## src/rtl/mux2_arbiter_24.sv

```systemverilog
// Round-robin two-requester arbiter driving the 24-bit 2:1 operand mux.
// Bounded bursts per grant; the selected word is registered onto O.
module mux2_arbiter_24 #(
  parameter int K     = 24,
  parameter int BURST = 4
) (
  input  logic         CLK,
  input  logic         RST_N,
  input  logic [K-1:0] A,
  input  logic         A_VLD,
  output logic         A_RDY,
  input  logic [K-1:0] B,
  input  logic         B_VLD,
  output logic         B_RDY,
  output logic [K-1:0] O,
  output logic         O_VLD,
  input  logic         O_RDY,
  output logic         SEL
);

  localparam int BW = (BURST > 1) ? $clog2(BURST) : 1;
  localparam logic [BW-1:0] BMAX = BW'(BURST - 1);

  typedef enum logic [1:0] {
    IDLE  = 2'd0,
    GNT_A = 2'd1,
    GNT_B = 2'd2
  } state_e;

  state_e         state_q, state_d;
  logic [BW-1:0]  bcnt_q, bcnt_d;
  logic           last_q, last_d;
  logic [K-1:0]   o_q, o_d;
  logic           o_vld_q, o_vld_d;

  logic           gnt_a, gnt_b;
  logic           free, beat, rel;
  logic           x_vld, y_vld;
  logic           go, go_b;
  logic [K-1:0]   mux;

  assign gnt_a = (state_q == GNT_A);
  assign gnt_b = (state_q == GNT_B);
  assign free  = !o_vld_q || O_RDY;
  assign mux   = gnt_b ? B : A;
  assign x_vld = gnt_b ? B_VLD : A_VLD;
  assign y_vld = gnt_b ? A_VLD : B_VLD;
  assign beat  = (gnt_a || gnt_b) && x_vld && free;
  assign rel   = (beat && (bcnt_q == BMAX)) || !x_vld;

  assign A_RDY = gnt_a && free;
  assign B_RDY = gnt_b && free;
  assign SEL   = gnt_b;
  assign O     = o_q;
  assign O_VLD = o_vld_q;

  always_comb begin
    state_d = state_q;
    bcnt_d  = beat ? bcnt_q + 1'b1 : bcnt_q;
    last_d  = last_q;
    go      = 1'b0;
    go_b    = 1'b0;
    unique case (state_q)
      IDLE: begin
        // last_q=1 means B went last, so A wins a tie
        if (A_VLD && (!B_VLD || last_q)) begin
          go   = 1'b1;
          go_b = 1'b0;
        end else if (B_VLD) begin
          go   = 1'b1;
          go_b = 1'b1;
        end
      end
      GNT_A, GNT_B: begin
        if (rel) begin
          if (y_vld) begin
            go   = 1'b1;
            go_b = !gnt_b;
          end else if (x_vld) begin
            go   = 1'b1;
            go_b = gnt_b;
          end else begin
            state_d = IDLE;
          end
        end
      end
      default: state_d = IDLE;
    endcase
    if (go) begin
      state_d = go_b ? GNT_B : GNT_A;
      bcnt_d  = '0;
      last_d  = go_b;
    end
  end

  always_comb begin
    o_d     = beat ? mux : o_q;
    o_vld_d = o_vld_q;
    if (beat)
      o_vld_d = 1'b1;
    else if (O_RDY)
      o_vld_d = 1'b0;
  end

  always_ff @(posedge CLK or negedge RST_N) begin
    if (!RST_N) begin
      state_q <= IDLE;
      bcnt_q  <= '0;
      last_q  <= 1'b1;
      o_q     <= '0;
      o_vld_q <= 1'b0;
    end else begin
      state_q <= state_d;
      bcnt_q  <= bcnt_d;
      last_q  <= last_d;
      o_q     <= o_d;
      o_vld_q <= o_vld_d;
    end
  end

endmodule

```

## config.mk

```make
export PLATFORM = sky130hd
export DESIGN_NAME = mux2_arbiter_24
export DESIGN_NICKNAME = d
export VERILOG_FILES = /design/src/rtl/mux2_arbiter_24.sv
export SDC_FILE = /design/constraint.sdc
export NUM_CORES = 1
export LEC_CHECK = 0
export ABC_AREA = 1
export CAP_MARGIN = 30
export CELL_PAD_IN_SITES_DETAIL_PLACEMENT = 1
export CELL_PAD_IN_SITES_GLOBAL_PLACEMENT = 1
export CORE_MARGIN = 2
export CORE_UTILIZATION = 29
export DETAILED_ROUTE_END_ITERATION = 10
export PLACE_DENSITY = 0.82
export SLEW_MARGIN = 20
export SYNTH_ARGS = -nofsm -noshare
export SYNTH_HDL_FRONTEND = slang
export SYNTH_SLANG_ARGS = --single-unit
```

## constraint.sdc

```tcl
create_clock -name CLK -period 1.9 [get_ports CLK]
set_input_delay 0.19 -clock CLK [delete_from_list [all_inputs] [get_ports CLK]]
set_output_delay 0.19 -clock CLK [all_outputs]
set_load 0.03 [all_outputs]
```

## Word-level counts from Yosys, hierarchy flattened

Index checks and enable logic that the tools add are counted.

| storage, ports and cells | value |
|---|---|
| bits in registers | 30 |
| input bits | 53 |
| output and inout bits | 28 |
| word-level logic and storage cells | 56 |

| cells by class | value |
|---|---|
| add/subtract/negate cells | 1 |
| eq/ne operators | 7 |
| muxes and demuxes | 24 |
| reduce and logical (&&, ||, !) cells | 19 |

Operators by type and width:

| operator | count |
|---|---|
| 24-bit 2-to-1 mux | 1 |
| 2-bit 2-to-1 mux | 7 |
| 1-bit 2-to-1 mux | 13 |
| 3-bit != test (second input constant) | 3 |
| 1-bit logical AND | 6 |
| 2-bit == test (second input constant) | 2 |
| 1-bit zero test | 4 |
| 1-bit logical OR | 4 |
| 1-bit one-hot mux with 2 select lines | 2 |
| 2-bit one-hot mux with 2 select lines | 1 |
| 4-bit AND reduction | 1 |
| 2-bit nonzero test | 2 |
| 2-bit by 1-bit adder with 2-bit output (second input constant) | 1 |
| 2-bit by 1-bit == test with 1-bit output (second input constant) | 1 |
| 2-bit zero test | 1 |
| 2-bit != test (second input constant) | 1 |
| 2-bit OR reduction | 1 |

## Depth between registers and ports, before layout

| depth | value |
|---|---|
| depth after elaboration | 10 |
| depth in mapped cells | 12 |
| mapped depth without buffers | 11 |

## Worst setup path before layout

Ideal clock, no wire load.

| timing | value |
|---|---|
| path kind | reg2out |
| start | register state_q[0] |
| end | output B_RDY |
| arrival time | 1655 ps |
| required time | 1710 ps |
| setup slack | 55 ps |
| stages on the path, launching flop included | 7 |
| path buffers | 2 |
| cell sequence | dfrtp_1 inv_1 ha_1 buf_6 inv_6 buf_2 nor2_1 |

| on the way | value |
|---|---|
| longest elaborated chain between the ends | 2 |

Ends and longest elaborated chain:

| what | RTL line | text |
|---|---|---|
| start, declared | 30 | `state_e state_q, state_d;` |
| start signal, assigned | 113 | `state_q <= state_d;` |
| 2-bit == test | 43 | `assign gnt_b = (state_q == GNT_B);` |
| net SEL | 18 | `output logic SEL` |
| 1-bit logical AND | 52 | `assign B_RDY = gnt_b && free;` |
| end, declared | 14 | `output logic B_RDY,` |

The timed path passes the listed nets, and every way through them passes these cells.

## Worst setup path in the final report

| timing | value |
|---|---|
| start | register state_q[0] |
| end | output SEL |

| on the way | value |
|---|---|
| longest elaborated chain between the ends | 1 |

Ends and longest elaborated chain:

| what | RTL line |
|---|---|
| 2-bit == test | 43 |
| end, declared | 18 |

Every way passes these cells.

==> metrics.yaml <==
status: "complete, no violations"
ys_ff_latch: 30
seqPwrFrac: 0.247
comb_power_share: 0.642
synth_seq_area_share: 0.430
intPower_uw: 2480
wirelength_mm: 4.86
dpl_worst_slack_ns: 0.239
cpPeakStageDelay_ns: 0.41
synth_most_common_cell: "nor2_1"
n_fill_cell: 713
first_pass_iters: 4
pwr_density_cell_mw_per_mm2: 1740
synth.top_cells.by_count: "nor2_1, nand2_1, dfrtp_1"
clock_path_buffers: 2
drt.antenna.violating_nets: 0
wl_per_cell_microns: 13.6
yosysUniqueCellTypes: 21
drc: 0
rows: 28
die-area_sq_mm: 0.00666
path_max_fanout: 17
worst_pin_slew_ns: 0.396
start_kind: "flip-flop"
synth_cells: 199
clock_sinks: 30
clk_pin_slew_worst_paths_ns: 0.06
rsz0062_at_grt: "no"
grt_pass1_vias: 1732
path_cells: "inv_1 > ha_1 > buf_4 > buf_4"
globalRouteOverflowTotal: 0
drive_gt1_frac: 0.181
die_h_microns: 81.6
p_leak_uw: 0.00124
crit_top_cell: "buf_4"
syn_area_per_cell_sq_um: 8.78
antenna_found_initial: 0
synth-warning-count: 0
worst-path-buf-inv: 3
insertion_delay_ns: 0.27
max-cap-violations: 0
hold_viol: 0
synth_top_cell_by_area: "dfrtp_1"
cp_top_family: "buffers and inverters"
seq_area_sq_um: 752
synth_area_sq_mm: 0.00175
cts-root-buf: "clkbuf_8"
syn_nets: 258
drv_slew: 0
cts_resized: 0
port_buffers: 80
vias_per_cell: 4.60
skew_ns: 0.00710
coreArea_sq_mm: 0.00589
ir_drop_mv: 0.702
hold_buffers: 0
critPathCaptureType: "output pin"
drtIter0Drc: 68
hold_ws_ns: 0.308
globalRouteTotalUtil: 0.157
grt_max_degree: 35
top_level_ports: 81
syn_to_final_growth_pct: 54.7
num_antenna_cells: 0
synth.area.top_cells: "dfrtp_1, o31ai_2, nor2_1"
dieWidth_microns: 81.6
r2r_setup_slack_ns: 0.27
dp_hpwl_mm: 3.75
grt_pass1_wl_mm: 7.99
htree_levels: 2
synth_top_cell_area_share: 0.415
worst_slack_ns: 0.114
start_util: 0.297
p_switching_uw: 2230
cts_setup_buffers: 0
cts_tree: "built"
slew_headroom: 0.736
synthFlopType: "dfrtp_1"
final_nets: 340
arrival_ns: 1.60
async_flop_share: 1.00
critPathRequiredTime_ns: 1.71
fmax_ghz: 0.560
gp_congestion: 0.849
vias: 1643
setup_violations: 0
slowest_stage: "dfrtp_1"
synth_edf_count: 0
cts_buffers: 5
swShare: 0.474
tns_ns: 0
period_share: 0.940
path_class: "reg2out"
hold_path_class: "in2async"
fin_crit_ns: 1.79
multi_input_area_sq_um: 862
p_clk_frac: 0.111
-- kinds of logic after synthesis --
kind of cell,synth area share
AND/OR/NAND/NOR,0.259
flip-flops,0.430
AO/OA/AOI/OAI,0.186
buffers and inverters,0.0766
adder cells (fa/ha/maj),0.0429
XOR/XNOR,0.00501
-- metrics by stage --
stage / instances / utilization / power (uW) / cell area [sq um]
2_1_floorplan: 199 / - / 3220 / 1750
3_3_place_gp: 349 / 0.444 / 4140 / 2610
3_5_place_dp: 349 / 0.444 / 4260 / 2610
4_1_cts: 357 / 0.459 / 4800 / 2700
5_1_grt: 357 / 0.459 / 5130 / 2700
6_report: 357 / 0.459 / 4710 / 2700
-- layout by cell type (no fill, tap or decap) --
cell type / count
o31ai_2: 24
nand2_4: 1
inv_1: 10
xor2_1: 1
nand2_2: 3
buf_4: 8
clkbuf_8: 6
inv_2: 2
o21ai_1: 1
nand3_1: 4
nand4_1: 2
nor2_2: 2
nor2_1: 54
dfstp_2: 1
a21oi_1: 2
dfrtp_1: 29
inv_6: 1
o21ai_0: 2
clkdlybuf4s50_1: 77
nand2_1: 42
clkinv_2: 1
nand3_4: 1
clkbuf_1: 1
buf_12: 1
ha_1: 6
-- power by group through the flow --
stage,clock network (uW),logic (uW),registers (uW)
5_1_grt,568,3350,1210
2_1_floorplan,0,1570,1650
4_1_cts,542,3090,1170
3_3_place_gp,0,2990,1150
3_5_place_dp,0,3090,1170
6_report,521,3020,1160
-- state kept, by name, summed over array words and instances (netlist names) --
name / count
state_q: 2
last_q: 1
O: 24
bcnt_q: 2
O_VLD: 1
-- metal layers --
metal / routed length, microns / GRT usage
met1: 2110 / 0.186
met2: 2280 / 0.270
met3: 382 / 0.0418
met4: 93 / 0.0600
met5: 0 / 0
-- final cells by class --
cell class | instances | share of cell area
clock buffer | 7 | 0.0319
tap | 75 | 0.0347
timing repair buffer | 86 | 0.315
multi-input combinational | 145 | 0.319
clock inverter | 1 | 0.00185
sequential | 30 | 0.278
inverter | 13 | 0.0199
-- worst paths after layout --
check / cells past startpoint / from / endpoint
setup / recovery: 4 / state_q[0] / SEL
hold / removal: 2 / RST_N / O_VLD
setup reg to reg: 10 / state_q[0] / state_q[0]
hold reg to reg: 2 / O[18] / O[18]
max in group asynchronous: 2 / RST_N / last_q
min in group CLK: 2 / O[18] / O[18]
(Power assumes the default switching activity.)
